**src/rtl/riscv_pkg.sv**
```systemverilog
// Shared fetch/decode definitions: word width, canonical NOP and the fetch packet.
package riscv_pkg;
  localparam int unsigned XLEN = 32;
  localparam logic [XLEN-1:0] NOP_INSTR = 32'h0000_0013;

  typedef struct packed {
    logic [XLEN-1:0] pc;
    logic [XLEN-1:0] instr;
  } fetch_pkt_t;
endpackage

```
**src/rtl/if_id_queue_if.sv**
```systemverilog
// Fetch-side and decode-side handshake bundle of the IF/ID instruction queue.
interface if_id_queue_if
  import riscv_pkg::*;
#(
  parameter int unsigned DEPTH = 4
);
  localparam int unsigned CNT_W = $clog2(DEPTH) + 1;

  logic [XLEN-1:0]  pc_i;
  logic [XLEN-1:0]  instr_i;
  logic             valid_i;
  logic             ready_o;
  logic             flush_i;
  logic [XLEN-1:0]  pc_o;
  logic [XLEN-1:0]  instr_o;
  logic             valid_o;
  logic             ready_i;
  logic [CNT_W-1:0] count_o;

  modport slave (
    input  pc_i, instr_i, valid_i, flush_i, ready_i,
    output ready_o, pc_o, instr_o, valid_o, count_o
  );

  modport master (
    output pc_i, instr_i, valid_i, flush_i, ready_i,
    input  ready_o, pc_o, instr_o, valid_o, count_o
  );
endinterface

```
**src/rtl/if_id_queue_mem.sv**
```systemverilog
// Queue storage: DEPTH fetch packets, one write port, asynchronous read, no reset.
module if_id_queue_mem
  import riscv_pkg::*;
#(
  parameter  int unsigned DEPTH = 4,
  localparam int unsigned AW    = $clog2(DEPTH)
) (
  input  logic          clk_i,
  input  logic          we_i,
  input  logic [AW-1:0] waddr_i,
  input  fetch_pkt_t    wdata_i,
  input  logic [AW-1:0] raddr_i,
  output fetch_pkt_t    rdata_o
);
  fetch_pkt_t mem_q [DEPTH];

  always_ff @(posedge clk_i) begin
    if (we_i) mem_q[waddr_i] <= wdata_i;
  end

  assign rdata_o = mem_q[raddr_i];
endmodule

```
**src/rtl/if_id_queue.sv**
```systemverilog
// Elastic IF/ID instruction queue: circular FIFO with valid/ready on both sides and one-cycle flush.
module if_id_queue
  import riscv_pkg::*;
#(
  parameter  int unsigned XLEN  = riscv_pkg::XLEN,
  parameter  int unsigned DEPTH = 4,
  localparam int unsigned CNT_W = $clog2(DEPTH) + 1
) (
  input  logic      clk_i,
  input  logic      resetn_i,
  if_id_queue_if.slave q
);
  localparam int unsigned AW = $clog2(DEPTH);

  logic [AW-1:0]    wr_ptr_q, rd_ptr_q;
  logic [CNT_W-1:0] count_q;
  logic             can_push, can_pop, push, pop;
  fetch_pkt_t       wr_pkt, rd_pkt;
  logic [XLEN-1:0]  head_pc, head_instr;

  // Handshakes depend only on registered occupancy, so ready_o never sees ready_i.
  assign can_push = (count_q != CNT_W'(DEPTH));
  assign can_pop  = (count_q != '0);
  assign push     = q.valid_i & can_push;
  assign pop      = can_pop & q.ready_i;

  assign wr_pkt.pc    = q.pc_i;
  assign wr_pkt.instr = q.instr_i;

  if_id_queue_mem #(
    .DEPTH(DEPTH)
  ) u_mem (
    .clk_i  (clk_i),
    .we_i   (push & ~q.flush_i),
    .waddr_i(wr_ptr_q),
    .wdata_i(wr_pkt),
    .raddr_i(rd_ptr_q),
    .rdata_o(rd_pkt)
  );

  always_ff @(posedge clk_i or negedge resetn_i) begin
    if (!resetn_i) begin
      wr_ptr_q <= '0;
      rd_ptr_q <= '0;
      count_q  <= '0;
    end else if (q.flush_i) begin
      wr_ptr_q <= '0;
      rd_ptr_q <= '0;
      count_q  <= '0;
    end else begin
      if (push) wr_ptr_q <= wr_ptr_q + 1'b1;
      if (pop)  rd_ptr_q <= rd_ptr_q + 1'b1;
      count_q <= count_q + CNT_W'(push) - CNT_W'(pop);
    end
  end

  // Empty queue presents a harmless NOP at pc 0 rather than stale storage.
  always_comb begin
    head_pc    = '0;
    head_instr = XLEN'(NOP_INSTR);
    if (can_pop) begin
      head_pc    = rd_pkt.pc;
      head_instr = rd_pkt.instr;
    end
  end

  assign q.pc_o    = head_pc;
  assign q.instr_o = head_instr;
  assign q.valid_o = can_pop;
  assign q.ready_o = can_push;
  assign q.count_o = count_q;

  always_ff @(posedge clk_i) begin
    if (resetn_i) begin
      assert (!$isunknown(q.valid_i))
        else $error("if_id_queue: valid_i unknown");
      assert (count_q <= CNT_W'(DEPTH))
        else $error("if_id_queue: occupancy above DEPTH");
      assert (!(pop && count_q == '0))
        else $error("if_id_queue: pop from empty queue");
    end
  end
endmodule

```
**src/flat_wrapper.sv**
```systemverilog
// flat-port wrapper written by rule: the top's interface ports become plain ports
module if_id_queue_flat import riscv_pkg::*;
#(
  parameter  int unsigned XLEN  = riscv_pkg::XLEN,
  parameter  int unsigned DEPTH = 4,
  localparam int unsigned CNT_W = $clog2(DEPTH) + 1
)
  (clk_i, resetn_i, q_pc_i, q_instr_i, q_valid_i, q_flush_i, q_ready_i, q_ready_o, q_pc_o, q_instr_o, q_valid_o, q_count_o);
  if_id_queue_if #(.DEPTH(DEPTH)) q_i ();
  input  logic clk_i;
  input  logic resetn_i;
  input wire logic [$bits(q_i.pc_i)-1:0] q_pc_i;
  input wire logic [$bits(q_i.instr_i)-1:0] q_instr_i;
  input wire logic [$bits(q_i.valid_i)-1:0] q_valid_i;
  input wire logic [$bits(q_i.flush_i)-1:0] q_flush_i;
  input wire logic [$bits(q_i.ready_i)-1:0] q_ready_i;
  output wire logic [$bits(q_i.ready_o)-1:0] q_ready_o;
  output wire logic [$bits(q_i.pc_o)-1:0] q_pc_o;
  output wire logic [$bits(q_i.instr_o)-1:0] q_instr_o;
  output wire logic [$bits(q_i.valid_o)-1:0] q_valid_o;
  output wire logic [$bits(q_i.count_o)-1:0] q_count_o;
  assign q_i.pc_i = q_pc_i;
  assign q_i.instr_i = q_instr_i;
  assign q_i.valid_i = q_valid_i;
  assign q_i.flush_i = q_flush_i;
  assign q_i.ready_i = q_ready_i;
  assign q_ready_o = q_i.ready_o;
  assign q_pc_o = q_i.pc_o;
  assign q_instr_o = q_i.instr_o;
  assign q_valid_o = q_i.valid_o;
  assign q_count_o = q_i.count_o;
  if_id_queue #(.XLEN(XLEN), .DEPTH(DEPTH)) u_core (.clk_i(clk_i), .resetn_i(resetn_i), .q(q_i));
endmodule
```
**config.mk**
```make
export PLATFORM = sky130hd
export DESIGN_NAME = if_id_queue_flat
export DESIGN_NICKNAME = d
export VERILOG_FILES = /design/src/rtl/riscv_pkg.sv /design/src/rtl/if_id_queue_if.sv /design/src/rtl/if_id_queue_mem.sv /design/src/rtl/if_id_queue.sv /design/src/flat_wrapper.sv
export SDC_FILE = /design/constraint.sdc
export NUM_CORES = 1
export LEC_CHECK = 0
export BUFFER_PORTS_ARGS = -buffer_cell sky130_fd_sc_hd__buf_2
export CELL_PAD_IN_SITES_DETAIL_PLACEMENT = 0
export CELL_PAD_IN_SITES_GLOBAL_PLACEMENT = 1
export CORE_MARGIN = 4
export CORE_UTILIZATION = 50
export CTS_CLUSTER_SIZE = 14
export DETAILED_ROUTE_END_ITERATION = 12
export GPL_TIMING_DRIVEN = 0
export HOLD_SLACK_MARGIN = 0.15
export MAX_ROUTING_LAYER = met4
export PLACE_DENSITY_LB_ADDON = 0.1
export SLEW_MARGIN = 10
export SYNTH_ARGS = -nofsm -noshare
export SYNTH_HDL_FRONTEND = slang
export SYNTH_SLANG_ARGS = --single-unit
export TNS_END_PERCENT = 30
```
**constraint.sdc**
```tcl
create_clock -name clk_i -period 7.7 [get_ports clk_i]
set_input_delay 0.385 -clock clk_i [delete_from_list [all_inputs] [get_ports clk_i]]
set_output_delay 0.385 -clock clk_i [all_outputs]
set_load 0.005 [all_outputs]
```
# [Word-level counts from Yosys, hierarchy flattened]
# Memories as Yosys holds them, arrays and structs flattened.
# Cells that the tools add are included.
[word_totals] reg_bits=7 output_inout_bits=69 inputBits=69 ram_bits=256 n_memories=1
[classes] add_sub_neg=4 n_bitwise=4 n_reduce_logical=3 eq_ne=1 mux=9
[mem_list] memory="u_core.u_mem.mem_q" depth=4 width=64 read_ports=1 rd_clocked_by_memory_dff=0 wr=1 line="if_id_queue_mem.sv:15" source="fetch_pkt_t mem_q [DEPTH];"
[op_table] cell="$mux W32" count=2
[op_table] cell="$mux W2" count=4
[op_table] cell="$add A2 B1 Y2 const B" count=2
[op_table] cell="$reduce_bool A2 Y1" count=2
[op_table] cell="$add A3 B1 Y3" count=1
[op_table] cell="$and A1 B1 Y1" count=3
[op_table] cell="$mux W3" count=1
[op_table] cell="$ne A3 B3 Y1 const B" count=1
[op_table] cell="$reduce_bool A3 Y1" count=1
[op_table] cell="$sub A3 B1 Y3" count=1
[op_table] cell="$mux W1" count=2
[op_table] cell="$not A1 Y1" count=1

# [Depth between registers and ports, before layout]
# Gate-level depths: netlist (run 1).
[logic_depth] ltp_word=5 ltp_mapped=9 mapped_depth_nobuf=9

# [Modules after synthesis]
# From an unflattened synthesis (run 1), not the netlist that was laid out.
[unflattened] hier_cells=445 area_unflattened_um2=10196.0
[modules_own_cells] module="if_id_queue_mem" instances=1 seq_area_each_um2=7687.4 cells_each=338 area_each_um2=9341.5
[modules_own_cells] module="if_id_queue" instances=1 seq_area_each_um2=175.2 cells_each=107 area_each_um2=854.6

# [Worst setup path before layout (run 1)]
# OpenSTA, ideal clock, no wires.
[synth_path] path_type="flip-flop to flip-flop" startpoint="reg u_core.count_q[2], in the netlist u_core.q.count_o[2]" endpoint="mem u_core.u_mem.mem_q[0][0] in the netlist's numbering (enable)" arrival_time_ns=2.382 setup_slack_ns=4.889 period_less_slack_ns=2.811 stages_incl_launch_ff=4 cell_sequence="dfrtp_1 nor3b_1 nor3_1 and2_1"
[synth_via] elab_chain_cells=5
[synth_rtl] element="from (decl)" line="if_id_queue.sv:16" source="logic [CNT_W-1:0] count_q;"
[synth_rtl] element="from (signal assigned)" line="if_id_queue.sv:53" source="count_q <= count_q + CNT_W'(push) - CNT_W'(pop);"
[synth_rtl] element="$ne A3 B3 Y1" line="if_id_queue.sv:22" source="assign can_push = (count_q != CNT_W'(DEPTH));"
[synth_rtl] element="$and A1 B1 Y1" line="if_id_queue.sv:24" source="assign push = q.valid_i & can_push;"
[synth_rtl] element="$and A1 B1 Y1" line="if_id_queue.sv:34" source=".we_i (push & ~q.flush_i),"
[synth_rtl] element="$mux W1" line="if_id_queue_mem.sv:18" source="if (we_i) mem_q[waddr_i] <= wdata_i;"
[synth_rtl] element="$mux W1 (implied by the code)" line="if_id_queue_mem.sv:18"
[synth_rtl] element="to (decl)" line="if_id_queue_mem.sv:15"
# No other way between the ends.

# [Final worst setup path (run 1)]
[layout_path] startpoint="reg u_core.count_q[0], in the netlist u_core.q.count_o[0]" endpoint="out q_pc_o[1]"
[layout_via] elab_chain_cells=2
[layout_rtl] element="$reduce_bool A3 Y1" line="if_id_queue.sv:23" source="assign can_pop = (count_q != '0);"
[layout_rtl] element="$mux W32" line="if_id_queue.sv:61" source="if (can_pop) begin"
[layout_rtl] element="to (decl)" line="flat_wrapper.sv:18" source="output wire logic [$bits(q_i.pc_o)-1:0] q_pc_o;"
# No other way between the ends.

==> run_summary.xml, run 1 <==
<?xml version="1.0" encoding="UTF-8"?>
<metrics>
  <group name="detailed_routing">
    <metric name="wire_per_inst" unit="um">19.44</metric>
    <metric name="met2RoutedLength" unit="um">9479</metric>
    <metric name="dr_wl_met3" unit="um">941</metric>
    <metric name="initialDrtViolationCount" unit="">185</metric>
    <metric name="top_layer" unit="">met4</metric>
    <metric name="ant_nets" unit="">0</metric>
    <metric name="finalWirelength" unit="um">18910</metric>
    <metric name="vias" unit="">5056</metric>
    <metric name="avgViaCountPerCell" unit="">5.196</metric>
    <metric name="drtPass1Iterations" unit="">6</metric>
    <metric name="drc" unit="">0</metric>
    <metric name="detail_route.wirelength.met1" unit="um">8273</metric>
  </group>
  <group name="setup_path">
    <metric name="critPathArrivalTime" unit="ns">2.34</metric>
    <metric name="timing.critical_path.fanout_max" unit="">10</metric>
    <metric name="element_type_at_the_critical_path_end" unit="">output pin</metric>
    <metric name="worstPathRequired" unit="ns">7.32</metric>
    <metric name="setup.worst_path.class" unit="">reg2out</metric>
    <metric name="cp-start-kind" unit="">flip-flop</metric>
  </group>
  <group name="logic_synthesis">
    <metric name="library_cell_occupying_the_most_area_in_the_post_synthesis_netlist" unit="">sky130_fd_sc_hd__edfxtp_1</metric>
    <metric name="synth_top_area_cells" unit="">sky130_fd_sc_hd__edfxtp_1 76%, sky130_fd_sc_hd__mux4_2 14%, sky130_fd_sc_hd__and2_1 4.0%, sky130_fd_sc_hd__dfrtp_1 1.7%, sky130_fd_sc_hd__ha_1 0.74%</metric>
    <metric name="synth-seq-area-share" unit="">0.7770</metric>
    <metric name="avgSynthCellArea" unit="um^2">22.29</metric>
    <metric name="syn-instance-count" unit="">454</metric>
    <metric name="synth.cell_area" unit="um^2">10120</metric>
    <metric name="synth_top_cell_area_share" unit="">0.7596</metric>
    <metric name="top_ff_cell_synth" unit="">sky130_fd_sc_hd__edfxtp_1</metric>
    <metric name="synth-edff-count" unit="">256</metric>
    <metric name="netlist-cell-type-count" unit="">25</metric>
    <metric name="syn-num-nets" unit="">530</metric>
    <metric name="ys_seq_elements" unit="">263</metric>
    <metric name="synth_async_sr_flop_share" unit="">0.02662</metric>
    <metric name="synthesis.yosys.warnings" unit="">0</metric>
  </group>
  <group name="die">
    <metric name="die_w" unit="um">150.3</metric>
    <metric name="num_io_pins" unit="">138</metric>
    <metric name="row_cnt" unit="">51</metric>
    <metric name="die_area" unit="um^2">22580</metric>
    <metric name="die_height" unit="um">150.3</metric>
    <metric name="core" unit="um^2">19650</metric>
    <metric name="start_util" unit="">0.5149</metric>
  </group>
  <group name="pwr">
    <metric name="leakagePower" unit="nW">4.493</metric>
    <metric name="cellPowerDensity" unit="nW/um^2">308.3</metric>
    <metric name="ir_drop" unit="V">0.0002128</metric>
  </group>
  <group name="sta">
    <metric name="achievable-frequency" unit="MHz">367.5</metric>
    <metric name="layout_setup_ws" unit="ns">4.979</metric>
    <metric name="slew_headroom" unit="">0.5482</metric>
    <metric name="grt_setup_unrepaired" unit="">false</metric>
    <metric name="fin_tns_setup" unit="ns">0</metric>
    <metric name="final-hold-violation-count" unit="">0</metric>
    <metric name="final_skew" unit="ns">0.01477</metric>
    <metric name="final_min_period_over_clock_period" unit="">0.3534</metric>
    <metric name="finalWorstPathRequiredPeriod" unit="ns">2.721</metric>
    <metric name="maxSlewViolCount" unit="">0</metric>
    <metric name="setup_viol" unit="">0</metric>
    <metric name="tightestPinTransition" unit="ns">0.6777</metric>
  </group>
  <group name="global_route">
    <metric name="grt_overflow_total" unit="">0</metric>
    <metric name="grt.total_usage" unit="">0.1778</metric>
    <metric name="antenna_found_initial" unit="">0</metric>
    <metric name="grt_max_degree" unit="">37</metric>
    <metric name="grt_pass1_wl" unit="um">29810</metric>
    <metric name="grt_pass1_vias" unit="">5529</metric>
  </group>
  <group name="cts">
    <metric name="cts.hold.buffers_added" unit="">65</metric>
    <metric name="cts_buffers" unit="">27</metric>
    <metric name="clk_latency" unit="ns">0.52</metric>
    <metric name="clk_path_buf_depth" unit="">3</metric>
    <metric name="cts_tree" unit="">built</metric>
    <metric name="cts_htree_levels" unit="">1</metric>
    <metric name="number_of_buffers_inserted_to_repair_setup_after_cts" unit="">0</metric>
    <metric name="ctsResizeCount" unit="">0</metric>
    <metric name="clock_tree.root_cell" unit="">sky130_fd_sc_hd__clkbuf_16</metric>
    <metric name="clock-sinks" unit="">263</metric>
    <metric name="clk_transition_reported_paths" unit="ns">0.06</metric>
  </group>
  <group name="place">
    <metric name="dp_slack" unit="ns">5.366</metric>
    <metric name="port-buffer-count" unit="">136</metric>
    <metric name="gp_congestion" unit="">0.7166</metric>
    <metric name="detailed_place_hpwl" unit="um">11260</metric>
  </group>
  <group name="status">
    <metric name="status" unit="">finished clean</metric>
  </group>
  <group name="cells_and_area">
    <metric name="mostFrequentLayoutCells" unit="">256 x sky130_fd_sc_hd__edfxtp_1, 143 x sky130_fd_sc_hd__buf_2, 65 x sky130_fd_sc_hd__dlygate4sd3_1, 64 x sky130_fd_sc_hd__mux4_2, 61 x sky130_fd_sc_hd__and2_1</metric>
    <metric name="fin_nets" unit="">764</metric>
    <metric name="n_antenna_cell" unit="">0</metric>
    <metric name="area.growth.synth_to_final" unit="%">26.57</metric>
    <metric name="final_common_cell" unit="">sky130_fd_sc_hd__edfxtp_1</metric>
    <metric name="final_layout_size_suffix_gt1_frac" unit="">0.3715</metric>
  </group>
  <group name="min_path">
    <metric name="min-delay-path-class" unit="">in2async</metric>
  </group>
  <group name="job">
    <metric name="cap_violations" unit="">0</metric>
  </group>
</metrics>
## flip-flops by register name, indices dropped and copies added (netlist names)
register            count
u_core.u_mem.mem_q    256
u_core.q.count_o        3
u_core.wr_ptr_q         2
u_core.rd_ptr_q         2
## critical path, stage by stage, from the launching register on
cell and delay (ns):
sky130_fd_sc_hd__dfrtp_1 0.43, sky130_fd_sc_hd__nor3_2 0.43, sky130_fd_sc_hd__inv_1 0.29, sky130_fd_sc_hd__clkbuf_1 0.30, sky130_fd_sc_hd__and2_1 0.23, sky130_fd_sc_hd__buf_2 0.13
## layout make-up
| cell class | count | area, um^2 |
|---|---|---|
| sequential | 263 | 7863 |
| buffer | 21 | 125.1 |
| inverter | 9 | 33.78 |
| clock buffer | 28 | 679.4 |
| tap | 265 | 331.6 |
| fill | 1386 | 6845 |
| clock inverter | 21 | 234.0 |
| timing repair buffer | 205 | 1434 |
| multi-input combinational | 161 | 2108 |
## cells in the mapped netlist, types with 2 or more instances
library cell	instances
sky130_fd_sc_hd__a21oi_1	2
sky130_fd_sc_hd__and2_1	65
sky130_fd_sc_hd__buf_2	7
sky130_fd_sc_hd__buf_6	5
sky130_fd_sc_hd__clkbuf_1	9
sky130_fd_sc_hd__dfrtp_1	7
sky130_fd_sc_hd__edfxtp_1	256
sky130_fd_sc_hd__ha_1	6
sky130_fd_sc_hd__inv_1	9
sky130_fd_sc_hd__mux4_2	64
sky130_fd_sc_hd__nand2b_1	2
sky130_fd_sc_hd__nor2_1	4
sky130_fd_sc_hd__o21ai_0	2
sky130_fd_sc_hd__or2_1	3
sky130_fd_sc_hd__or3_1	2
sky130_fd_sc_hd__xor2_1	2
## where the power goes
part	switching (mW)	internal (mW)	leakage, nW
Combinational	0.448	0.500	1.64
Clock	0.512	0.807	0.442
Sequential	0.0278	1.65	2.42
Total	0.988	2.96	4.49
## stage by stage
step	area [um^2]	utilization	hold slack, ns	std cells	power (mW)
finish	12810	0.6517	0.2441	973	3.949
global route	12810	0.6517	0.2440	973	4.151
CTS	12810	0.6517	0.2270	973	4.014
detailed placement	11240	0.5721	0.2331	859	2.666
global placement	11130	0.5664	0.2253	855	2.654
floorplan	10120	-	0.08941	454	2.286
## worst paths after layout
path	start	end	slack [ns]	depth (start not counted)
max	u_core.q.count_o[0]$_DFF_PN0_	q_pc_o[1]	4.98	5
min	resetn_i	u_core.q.count_o[0]$_DFF_PN0_	0.24	2
max reg2reg	u_core.q.count_o[1]$_DFF_PN0_	u_core.u_mem.mem_q[2][37]$_DFFE_PP_	5.41	4
min reg2reg	u_core.wr_ptr_q[1]$_DFFE_PN0P_	u_core.wr_ptr_q[1]$_DFFE_PN0P_	0.61	2
max in group asynchronous	resetn_i	u_core.q.count_o[2]$_DFF_PN0_	7.29	2
min in group clk_i	q_ready_i	u_core.rd_ptr_q[1]$_DFFE_PN0P_	0.25	4
## kinds of logic (layout without fill, tap and decap cells)
kind of cell / count (synthesis) / in the layout / share of synthesized area
compound gates: 5 / 5 / 0.002720
xor+xnor: 3 / 3 / 0.002597
fa+ha+maj: 7 / 7 / 0.009397
buf+inv: 30 / 284 / 0.01570
flops: 263 / 263 / 0.7770
mux: 65 / 65 / 0.1434
simple gates: 81 / 81 / 0.04921
## per-layer routing
| layer | global-route usage | vias to the layer above |
|---|---|---|
| met3 | 0.03040 | 18 |
| met2 | 0.2915 | 127 |
| met1 | 0.2398 | 2607 |
| li1 | - | 2304 |
| met4 | 0.03660 | 0 |
| met5 | - | - |
(Power assumes the default switching activity.)
==> run 2: changes to the inputs <==
--- a/config.mk
+++ b/config.mk
@@ -9,7 +9,7 @@
 export CELL_PAD_IN_SITES_DETAIL_PLACEMENT = 0
 export CELL_PAD_IN_SITES_GLOBAL_PLACEMENT = 1
 export CORE_MARGIN = 4
-export CORE_UTILIZATION = 50
+export CORE_UTILIZATION = 45
 export CTS_CLUSTER_SIZE = 14
 export DETAILED_ROUTE_END_ITERATION = 12
 export GPL_TIMING_DRIVEN = 0
==> constraint.sdc (replaced) <==
create_clock -name clk_i -period 2.4 [get_ports clk_i]
set_input_delay 0.12 -clock clk_i [delete_from_list [all_inputs] [get_ports clk_i]]
set_output_delay 0.12 -clock clk_i [all_outputs]
set_load 0.005 [all_outputs]
==> run_summary.xml, run 2 (synthesized netlist as in run 1, its figures left out) <==
<?xml version="1.0" encoding="UTF-8"?>
<metrics>
  <group name="place">
    <metric name="gp_congestion" unit="">0.7241</metric>
    <metric name="detailed_place_hpwl" unit="um">11710</metric>
    <metric name="port-buffer-count" unit="">136</metric>
    <metric name="placed_instance_area" unit="um^2">11260</metric>
  </group>
  <group name="sta">
    <metric name="slew_headroom" unit="">0.5530</metric>
    <metric name="final-hold-violation-count" unit="">0</metric>
    <metric name="whs" unit="ns">0.3465</metric>
    <metric name="achievable-frequency" unit="MHz">435.7</metric>
    <metric name="final_min_period_over_clock_period" unit="">0.9563</metric>
    <metric name="setup_viol" unit="">0</metric>
    <metric name="final_skew" unit="ns">0.01181</metric>
    <metric name="tightestPinTransition" unit="ns">0.6705</metric>
    <metric name="maxSlewViolCount" unit="">0</metric>
    <metric name="finalWorstPathRequiredPeriod" unit="ns">2.295</metric>
    <metric name="fin_tns_setup" unit="ns">0</metric>
    <metric name="grt_setup_unrepaired" unit="">true</metric>
  </group>
  <group name="cells_and_area">
    <metric name="final_common_cell" unit="">sky130_fd_sc_hd__edfxtp_1</metric>
    <metric name="final_layout_size_suffix_gt1_frac" unit="">0.3624</metric>
    <metric name="mostFrequentLayoutCells" unit="">256 x sky130_fd_sc_hd__edfxtp_1, 139 x sky130_fd_sc_hd__buf_2, 69 x sky130_fd_sc_hd__dlygate4sd3_1, 64 x sky130_fd_sc_hd__mux4_2, 61 x sky130_fd_sc_hd__and2_1</metric>
    <metric name="area.growth.synth_to_final" unit="%">26.68</metric>
    <metric name="finish.instance_area" unit="um^2">12820</metric>
    <metric name="fill_cells" unit="">1664</metric>
    <metric name="fin_nets" unit="">770</metric>
    <metric name="largest_reg_flops" unit="">256</metric>
    <metric name="largest-register" unit="">u_core.u_mem.mem_q</metric>
  </group>
  <group name="pwr">
    <metric name="internal_power" unit="mW">9.223</metric>
    <metric name="p_total" unit="mW">12.36</metric>
    <metric name="ir_drop" unit="V">0.0005638</metric>
    <metric name="part_of_the_power_in_combinational_logic" unit="">0.253</metric>
    <metric name="seq_power_share" unit="">0.437</metric>
    <metric name="swShare" unit="">0.2540</metric>
    <metric name="leakagePower" unit="nW">4.471</metric>
    <metric name="cellPowerDensity" unit="nW/um^2">964.3</metric>
    <metric name="switchingPower" unit="mW">3.140</metric>
    <metric name="power_frac_clock" unit="">0.310</metric>
  </group>
  <group name="detailed_routing">
    <metric name="drtPass1Iterations" unit="">4</metric>
    <metric name="finalWirelength" unit="um">19610</metric>
    <metric name="ant_nets" unit="">0</metric>
    <metric name="drc" unit="">0</metric>
    <metric name="vias" unit="">5096</metric>
    <metric name="avgViaCountPerCell" unit="">5.132</metric>
    <metric name="wire_per_inst" unit="um">19.75</metric>
    <metric name="initialDrtViolationCount" unit="">234</metric>
  </group>
  <group name="cts">
    <metric name="clock-sinks" unit="">263</metric>
    <metric name="number_of_buffers_inserted_to_repair_setup_after_cts" unit="">0</metric>
    <metric name="cts_htree_levels" unit="">1</metric>
    <metric name="clock_tree.root_cell" unit="">sky130_fd_sc_hd__clkbuf_16</metric>
    <metric name="cts_buffers" unit="">27</metric>
    <metric name="clk_latency" unit="ns">0.52</metric>
    <metric name="cts_tree" unit="">built</metric>
    <metric name="clk_path_buf_depth" unit="">3</metric>
    <metric name="clk_transition_reported_paths" unit="ns">0.06</metric>
  </group>
  <group name="die">
    <metric name="row_cnt" unit="">54</metric>
    <metric name="die_area" unit="um^2">24950</metric>
    <metric name="die_height" unit="um">158.0</metric>
    <metric name="die_w" unit="um">158.0</metric>
    <metric name="start_util" unit="">0.4609</metric>
    <metric name="core" unit="um^2">21960</metric>
    <metric name="num_io_pins" unit="">138</metric>
  </group>
  <group name="setup_path">
    <metric name="element_type_at_the_critical_path_end" unit="">output pin</metric>
    <metric name="setup.worst_path.class" unit="">reg2out</metric>
    <metric name="cp-start-kind" unit="">flip-flop</metric>
    <metric name="worstPathRequired" unit="ns">2.28</metric>
    <metric name="critPathArrivalTime" unit="ns">2.18</metric>
    <metric name="timing.critical_path.fanout_max" unit="">10</metric>
  </group>
  <group name="global_route">
    <metric name="grt_pass1_vias" unit="">5569</metric>
    <metric name="antenna_found_initial" unit="">1</metric>
    <metric name="grt_pass1_wl" unit="um">30240</metric>
    <metric name="grt_max_degree" unit="">36</metric>
    <metric name="grt_overflow_total" unit="">0</metric>
    <metric name="grt.total_usage" unit="">0.1618</metric>
  </group>
  <group name="job">
    <metric name="cap_violations" unit="">0</metric>
  </group>
  <group name="min_path">
    <metric name="min-delay-path-class" unit="">in2reg</metric>
  </group>
  <group name="status">
    <metric name="status" unit="">finished clean</metric>
  </group>
</metrics>
==> run 2: changes by cell type in the layout (fill, tap and decap cells not counted), moves of 4 or more <==
cell                            previous run  this run
sky130_fd_sc_hd__clkbuf_4                  0         4
sky130_fd_sc_hd__dlygate4sd3_1            65        69
sky130_fd_sc_hd__clkbuf_1                 10        17
sky130_fd_sc_hd__buf_8                     0         4
sky130_fd_sc_hd__clkinv_2                  6         2
sky130_fd_sc_hd__buf_6                     5         1
sky130_fd_sc_hd__buf_2                   143       139
==> run 2: repair_timing <==
item / CTS / global route
endpoints found under the setup margin: 60 / 60
gates cloned: 0 / 2
hold buffers: 69 / 0
resized for setup: 2 / 10
hold endpoints to repair: 270 / 0
pin swaps: 0 / 2
==> run 2: area by class of cell <==
cell class / count / area (um^2) / share of cell area
Antenna cell: 1 / 2.502 / 0.0001952
Tap cell: 280 / 350.3 / 0.02733
Buffer: 21 / 150.1 / 0.01171
Clock inverter: 12 / 105.1 / 0.008198
Sequential cell: 263 / 7864 / 0.6134
Multi-Input combinational cell: 163 / 2135 / 0.1665
Inverter: 9 / 33.78 / 0.002635
Clock buffer: 35 / 705.7 / 0.05505
Timing Repair Buffer: 209 / 1474 / 0.1150
==> run 2: per-layer routing <==
layer	global-route usage	vias to the layer above	part of all wire
met3	0.02816	35	0.045
li1	-	2320	-
met4	0.03574	0	0.018
met1	0.2055	2617	0.42
met5	-	-	0
met2	0.2771	124	0.51
==> run 2: critical path, stage by stage (launching register included) <==
cell and delay (ns):
sky130_fd_sc_hd__dfrtp_1 0.40, sky130_fd_sc_hd__buf_6 0.22, sky130_fd_sc_hd__buf_8 0.20, sky130_fd_sc_hd__mux4_2 0.51, sky130_fd_sc_hd__and2_1 0.18, sky130_fd_sc_hd__buf_2 0.12
==> run 2: power groups by stage <==
stage,combinational [mW],clock (mW),sequential (mW)
finish,3.13,3.83,5.40
CTS,3.19,3.94,5.40
global route,3.46,4.13,5.42
floorplan,1.85,0,5.48
detailed placement,3.08,0,5.49
global placement,3.03,0,5.51
==> run 2: worst paths after layout <==
path,from,to,slack [ns],depth (start not counted)
max,u_core.rd_ptr_q[0]$_DFFE_PN0P_,q_instr_o[20],0.10,5
min,q_instr_i[25],u_core.u_mem.mem_q[3][25]$_DFFE_PP_,0.35,2
max in group asynchronous,resetn_i,u_core.q.count_o[1]$_DFF_PN0_,1.55,3
max reg2reg,u_core.q.count_o[2]$_DFF_PN0_,u_core.u_mem.mem_q[1][57]$_DFFE_PP_,0.15,4
min reg2reg,u_core.wr_ptr_q[1]$_DFFE_PN0P_,u_core.wr_ptr_q[1]$_DFFE_PN0P_,0.61,2
min in group asynchronous,resetn_i,u_core.rd_ptr_q[0]$_DFFE_PN0P_,0.57,3
==> run 2: per-stage QoR <==
step / util / worst slack (ns) / cells
2_1_floorplan: - / -0.4100 / 454
4_1_cts: 0.5816 / 0.02706 / 990
5_1_grt: 0.5838 / -0.01797 / 993
3_5_place_dp: 0.5129 / 0.1431 / 874
6_report: 0.5838 / 0.1048 / 993
3_3_place_gp: 0.5079 / -1.857 / 870
